===== src/rtl/song_sequencer_pkg.sv =====
// Shared definitions for the autoplay song sequencer: FSM encoding, note codes
// and the layout of a song ROM entry.
package song_sequencer_pkg;

   typedef enum logic [2:0] {
      StIdle,
      StFetch,
      StLatch,
      StPlay,
      StGap,
      StPause,
      StDone
   } seq_state_e;

   localparam logic [4:0] NOTE_REST  = 5'd0;
   localparam logic [4:0] NOTE_MAX   = 5'd21;
   localparam logic [7:0] END_MARKER = 8'h00;

   // ROM entry layout: {note[7:3], dur[2:0]}
   function automatic logic [4:0] entry_note(input logic [7:0] entry);
      return entry[7:3];
   endfunction

   function automatic logic [2:0] entry_dur(input logic [7:0] entry);
      return entry[2:0];
   endfunction

endpackage


===== src/rtl/song_sequencer_beat_tick_gen.sv =====
// Beat prescaler: counts clock cycles while enabled and emits a one-cycle tick
// every period. The period is latched from tempo_sel on load so a tempo change
// only affects the next note.
module song_sequencer_beat_tick_gen #(
   parameter int unsigned TICK_CYCLES = 6_250_000
) (
   input  logic       clk,
   input  logic       rst,
   input  logic       en_i,
   input  logic       clr_i,
   input  logic       freeze_i,
   input  logic       load_i,
   input  logic [1:0] tempo_sel_i,
   output logic       tick_o
);

   localparam int unsigned CW = $clog2(TICK_CYCLES + 1);
   localparam logic [CW-1:0] One = CW'(1);

   logic [CW-1:0] period_q;
   logic [CW-1:0] cnt_q;
   logic [CW-1:0] period_sel;

   // Selected period; a shift that underflows to 0 is held at one cycle per tick
   always_comb begin
      period_sel = CW'(TICK_CYCLES >> tempo_sel_i);
      if (period_sel == '0) begin
         period_sel = One;
      end
   end

   assign tick_o = en_i && !freeze_i && (cnt_q == period_q - One);

   // Period latch and cycle counter; freeze holds the count across a pause
   always_ff @(posedge clk or posedge rst) begin
      if (rst) begin
         period_q <= '0;
         cnt_q    <= '0;
      end else begin
         if (load_i) begin
            period_q <= period_sel;
         end
         if (clr_i) begin
            cnt_q <= '0;
         end else if (freeze_i) begin
            cnt_q <= cnt_q;
         end else if (en_i) begin
            cnt_q <= tick_o ? '0 : cnt_q + One;
         end
      end
   end

endmodule


===== src/rtl/song_sequencer.sv =====
// Autoplay controller: walks the song ROM, holds each note for its programmed
// number of beat ticks, inserts an articulation gap, and handles start, pause,
// stop and looping.
module song_sequencer #(
   parameter int unsigned TICK_CYCLES = 6_250_000,
   parameter int unsigned GAP_TICKS   = 1,
   parameter int unsigned SONG_DEPTH  = 64,
   parameter int unsigned AW          = 6
) (
   input  logic          clk,
   input  logic          rst,
   input  logic          start_i,
   input  logic          pause_i,
   input  logic          stop_i,
   input  logic          loop_en_i,
   input  logic [1:0]    tempo_sel_i,
   output logic [AW-1:0] rom_addr_o,
   input  logic [7:0]    rom_data_i,
   output logic [4:0]    note_o,
   output logic          busy_o,
   output logic          paused_o,
   output logic          done_o
);

   import song_sequencer_pkg::*;

   localparam logic [AW-1:0] LastAddr = AW'(SONG_DEPTH - 1);
   localparam logic [7:0]    GapLen   = 8'(GAP_TICKS);

   seq_state_e    state_q;
   seq_state_e    ret_q;
   logic [AW-1:0] rom_addr_q;
   logic [4:0]    note_q;
   logic [4:0]    cur_note_q;
   logic [7:0]    tick_cnt_q;
   logic [7:0]    target_q;
   logic          busy_q;
   logic          paused_q;
   logic          done_q;

   logic          tick;
   logic [7:0]    tick_cnt_inc;
   logic          play_last;
   logic          gap_last;
   logic          is_end;

   assign tick_cnt_inc = tick_cnt_q + 8'd1;
   assign play_last    = tick && (tick_cnt_inc == target_q);
   assign gap_last     = tick && (tick_cnt_inc == GapLen);
   assign is_end       = (rom_data_i == END_MARKER);

   song_sequencer_beat_tick_gen #(
      .TICK_CYCLES (TICK_CYCLES)
   ) u_tick_gen (
      .clk         (clk),
      .rst         (rst),
      .en_i        ((state_q == StPlay) || (state_q == StGap)),
      .clr_i       (stop_i || (state_q == StLatch)),
      .freeze_i    (state_q == StPause),
      .load_i      (state_q == StLatch),
      .tempo_sel_i (tempo_sel_i),
      .tick_o      (tick)
   );

   // Sequencer FSM with registered outputs
   always_ff @(posedge clk or posedge rst) begin
      if (rst) begin
         state_q    <= StIdle;
         ret_q      <= StIdle;
         rom_addr_q <= '0;
         note_q     <= NOTE_REST;
         cur_note_q <= NOTE_REST;
         tick_cnt_q <= '0;
         target_q   <= '0;
         busy_q     <= 1'b0;
         paused_q   <= 1'b0;
         done_q     <= 1'b0;
      end else begin
         done_q <= 1'b0;
         if (stop_i) begin
            state_q    <= StIdle;
            ret_q      <= StIdle;
            rom_addr_q <= '0;
            note_q     <= NOTE_REST;
            tick_cnt_q <= '0;
            target_q   <= '0;
            busy_q     <= 1'b0;
            paused_q   <= 1'b0;
         end else begin
            unique case (state_q)
               StIdle, StDone: begin
                  if (start_i) begin
                     state_q    <= StFetch;
                     rom_addr_q <= '0;
                     busy_q     <= 1'b1;
                  end
               end
               StFetch: begin
                  state_q <= StLatch;
               end
               StLatch: begin
                  if (is_end) begin
                     if (loop_en_i) begin
                        rom_addr_q <= '0;
                        state_q    <= StFetch;
                     end else begin
                        state_q <= StDone;
                        busy_q  <= 1'b0;
                        done_q  <= 1'b1;
                     end
                  end else begin
                     note_q     <= entry_note(rom_data_i);
                     cur_note_q <= entry_note(rom_data_i);
                     tick_cnt_q <= '0;
                     target_q   <= 8'(entry_dur(rom_data_i)) + 8'd1;
                     state_q    <= StPlay;
                  end
               end
               StPlay: begin
                  if (tick) begin
                     tick_cnt_q <= play_last ? '0 : tick_cnt_inc;
                  end
                  if (pause_i) begin
                     // A tick landing on the pause edge still counts toward the note
                     state_q  <= StPause;
                     ret_q    <= play_last ? StGap : StPlay;
                     note_q   <= NOTE_REST;
                     paused_q <= 1'b1;
                  end else if (play_last) begin
                     note_q  <= NOTE_REST;
                     state_q <= StGap;
                  end
               end
               StGap: begin
                  if (gap_last) begin
                     // Gap completion wins over a coincident pause
                     tick_cnt_q <= '0;
                     if (rom_addr_q == LastAddr) begin
                        if (loop_en_i) begin
                           rom_addr_q <= '0;
                           state_q    <= StFetch;
                        end else begin
                           state_q <= StDone;
                           busy_q  <= 1'b0;
                           done_q  <= 1'b1;
                        end
                     end else begin
                        rom_addr_q <= rom_addr_q + 1'b1;
                        state_q    <= StFetch;
                     end
                  end else begin
                     if (tick) begin
                        tick_cnt_q <= tick_cnt_inc;
                     end
                     if (pause_i) begin
                        state_q  <= StPause;
                        ret_q    <= StGap;
                        paused_q <= 1'b1;
                     end
                  end
               end
               StPause: begin
                  if (start_i) begin
                     state_q  <= ret_q;
                     paused_q <= 1'b0;
                     if (ret_q == StPlay) begin
                        note_q <= cur_note_q;
                     end
                  end
               end
               default: begin
                  state_q <= StIdle;
               end
            endcase
         end
      end
   end

   assign rom_addr_o = rom_addr_q;
   assign note_o     = note_q;
   assign busy_o     = busy_q;
   assign paused_o   = paused_q;
   assign done_o     = done_q;

endmodule


===== config.mk =====
export PLATFORM = sky130hd
export DESIGN_NAME = song_sequencer
export DESIGN_NICKNAME = d
export VERILOG_FILES = /design/src/rtl/song_sequencer_pkg.sv /design/src/rtl/song_sequencer_beat_tick_gen.sv /design/src/rtl/song_sequencer.sv
export SDC_FILE = /design/constraint.sdc
export NUM_CORES = 1
export LEC_CHECK = 0
export CAP_MARGIN = 20
export CORE_MARGIN = 3
export CORE_UTILIZATION = 42
export CTS_CLUSTER_SIZE = 24
export DETAILED_ROUTE_END_ITERATION = 16
export GPL_TIMING_DRIVEN = 0
export HOLD_SLACK_MARGIN = 0.15
export PLACE_DENSITY = 0.66
export RECOVER_POWER = 25
export SLEW_MARGIN = 20
export SYNTH_ARGS = -nofsm -noshare
export SYNTH_HDL_FRONTEND = slang
export SYNTH_SLANG_ARGS = --single-unit

===== constraint.sdc =====
create_clock -name clk -period 4.1 [get_ports clk]
set_input_delay 1.025 -clock clk [delete_from_list [all_inputs] [get_ports clk]]
set_output_delay 1.025 -clock clk [all_outputs]
set_load 0.03 [all_outputs]

==> impl_metrics.tcl <==
set metrics [dict create \
    grt_usage_pct 20.4 \
    worstMarginPinSlew_ps 1180 \
    area_growth_syn_to_layout_pct 16.8 \
    fmax_mhz 259 \
    clk-insertion-delay-late_ps 340 \
    cpLargestDelayFamily "compound AO/OA/AOI/OAI gates" \
    overflow 0 \
    cts_max_level 3 \
    slowest_stage "or4_4" \
    cts_tree "done" \
    maxSlewHeadroom_pct 21.6 \
    diodes 0 \
    crit_start "u_tick_gen.period_q[6]" \
    setup_viol 0 \
    die-area_sq_mm 0.0129 \
    grt_pass1_wl_mm 21.5 \
    finalCriticalPeriod_ps 3860 \
    start_util_pct 43.7 \
    cts_sinks 71 \
    start_kind "flip-flop" \
    end_kind "flip-flop" \
    totalWireLength_mm 12.8 \
    cts_buffers 9 \
    fp.dieW_microns 113 \
    synth_area_leaders "dfrtp_1, a22o_1, nand2_1" \
    crit_type "reg2reg" \
    synth_nets 581 \
    grtUsageMet1_pct 26.4 \
    synth_cell_types 66 \
    hpwl_mm 9.37 \
    antenna_found_initial 0 \
    holdCritStartpoint "note_o[2]" \
    ys_ff_latch 71 \
    grt_pass1_vias 4382 \
    rsz0062_at_grt "false" \
    maxCapViolCount 0 \
    synth_common_cells "dfrtp_1, nand2_1, nor2_1, o21ai_0, inv_1" \
    synth_edf_count 0 \
    finalInstanceArea_sq_mm 0.00566 \
    port_buffers 29 \
    fin_nets 622 \
    worstPathRequired_ps 4290 \
    fin_ws_ps 245 \
    drtIter0Drc 406 \
    gp_congestion 0.877 \
    syn_area_per_cell_sq_um 8.70 \
    yosysMostFrequentCell "dfrtp_1" \
    critPathMostFrequentCell "o31ai_1" \
    syn_inst 557 \
    drive_gt1_share_pct 9.12 \
    num_vias 4499 \
    final_cells 743 \
    crit_buf_inv 3 \
    hold_viol 0 \
    ys.flop_type "dfrtp_1" \
    wl_per_cell_microns 17.2 \
    drc_errors 0 \
    grt_max_degree 48 \
    cp_max_fo 10 \
    post_dp_cell_area_sq_mm 0.00534 \
    path_clk_slew_ps 60 \
    crit_arrival_ps 4050 \
    ir_worst_vdd_mv 0.283 \
    powerDensity_mw_per_mm2 504 \
    ctsLongestPathBuffers 2 \
    whs_ps 509 \
    core-area_sq_mm 0.0111 \
    p_leak_nw 2.35 \
    place_ws_ps 320 \
    timing.rr.start "u_tick_gen.period_q[6]" \
    synth_top_cell_by_area "dfrtp_1" \
    use_met2_pct 34.4 \
    status "completed" \
    syn_area_sq_mm 0.00484 \
    crit_chain "buf_2 > inv_1 > ha_1 > or3b_4 > or4_4 > a221oi_2 > o2111a_1 > nand4_1 > o21a_1 > clkbuf_1 > o31ai_1 > o31ai_1" \
    synth_top_area_share_pct 36.7 \
    rows 38 \
    async_flop_share_pct 100 \
    skew_ps 9.22 \
    dr.pass1.iters 5 \
    dp_cells 727 \
    tns_ps 0 \
    drt-vias-per-instance 6.06 \
    grt-busiest-layer "met2" \
    ys.warnings.count 0 \
    worst_path_largest_cell_delay_ps 540 \
    die_h_microns 113 \
    synth-seq-area-share_pct 36.7 \
    cts_hold_buf 0 \
    ant_nets 0 \
    slew_violations 0 \
    hold_class "reg2reg" \
    period_share_pct 94.0 \
    io_pins 30 \
    grt_use_met3_pct 3.34 \
    cts_root_buf "clkbuf_16" \
]
==> final cells by class <==
cell class,count,area (sq um)
fillers,1056,5420
repair buffers,30,295
flip-flops and latches,71,1780
plain buffers,32,175
clock buffers,10,239
inverters,25,95.1
clock inverters,6,92.6
well taps,140,175
multi-input cells,429,2810
==> flip-flops by register name, indices dropped and copies added (netlist names), 2 cells and up <==
name,cells
u_tick_gen.cnt_q,23
u_tick_gen.period_q,12
tick_cnt_q,8
rom_addr_o,6
cur_note_q,5
note_o,5
target_q,4
state_q,3
ret_q,2
==> placed cells by master (no fill, tap or decap), types with 4 or more instances in the layout <==
cell / netlist / routed
nor4_1: 6 / 6
a211oi_1: 6 / 6
nor3_1: 20 / 19
o31ai_1: 10 / 10
a21o_1: 8 / 8
clkdlybuf4s50_1: 0 / 28
clkbuf_16: 0 / 9
ha_1: 8 / 8
or3_1: 11 / 11
a22o_1: 22 / 22
o21ai_0: 33 / 33
mux2i_1: 4 / 4
and2_1: 5 / 5
clkbuf_1: 19 / 19
nor3b_1: 10 / 9
a21oi_1: 17 / 17
nor2b_1: 8 / 8
and3_1: 20 / 20
xor2_1: 14 / 14
nand4_1: 8 / 8
nand2_1: 50 / 50
mux2_2: 6 / 6
xnor2_1: 17 / 17
inv_1: 25 / 24
o21a_1: 6 / 6
o2111ai_1: 8 / 8
o211ai_1: 8 / 8
nor2_1: 35 / 35
buf_6: 6 / 6
nand3_1: 20 / 20
o22ai_1: 11 / 11
o21ai_1: 7 / 7
dfrtp_1: 71 / 71
==> what timing repair did <==
item	in CTS	in global routing
resized for setup	0	1
endpoints found under the setup margin	0	1
buffers inserted	0	0
==> final timing paths <==
check,endpoint,depth (start not counted),slack (ps)
max,state_q[1],12,240
min reg2reg,note_o[2],1,510
min,note_o[2],1,510
max reg2reg,state_q[1],12,240
min in group asynchronous,tick_cnt_q[5],2,1350
max in group asynchronous,u_tick_gen.period_q[14],3,1100
==> power breakdown <==
part | switching, mW | total [mW] | leakage, nW | internal (mW)
Combinational | 0.647 | 1.08 | 1.25 | 0.430
Clock | 0.322 | 0.874 | 0.155 | 0.553
Sequential | 0.0923 | 0.904 | 0.948 | 0.812
==> per-layer routing <==
layer  vias up  share of wire, %
met4         0               2.4
li1       2149                 -
met5         -                 0
met1      2204                44
met2       117                49
met3        29               4.6
==> kinds of logic after synthesis <==
group           after synthesis  synth area share, %
flops                        71                 36.7
compound gates              165                 24.0
simple gates                215                 23.8
mux                          10                 2.22
xor+xnor                     31                 5.60
buf+inv                      57                 5.55
fa+ha+maj                     8                 2.07
==> per-stage QoR <==
step / power (mW) / utilization [%]
after floorplan: 1.69 / -
after global placement: 1.94 / 47.9
after detailed placement: 1.98 / 48.2
after CTS: 2.87 / 51.2
after global routing: 3.03 / 51.1
final: 2.85 / 51.1
Note: power is estimated with default switching activity, not from simulation.
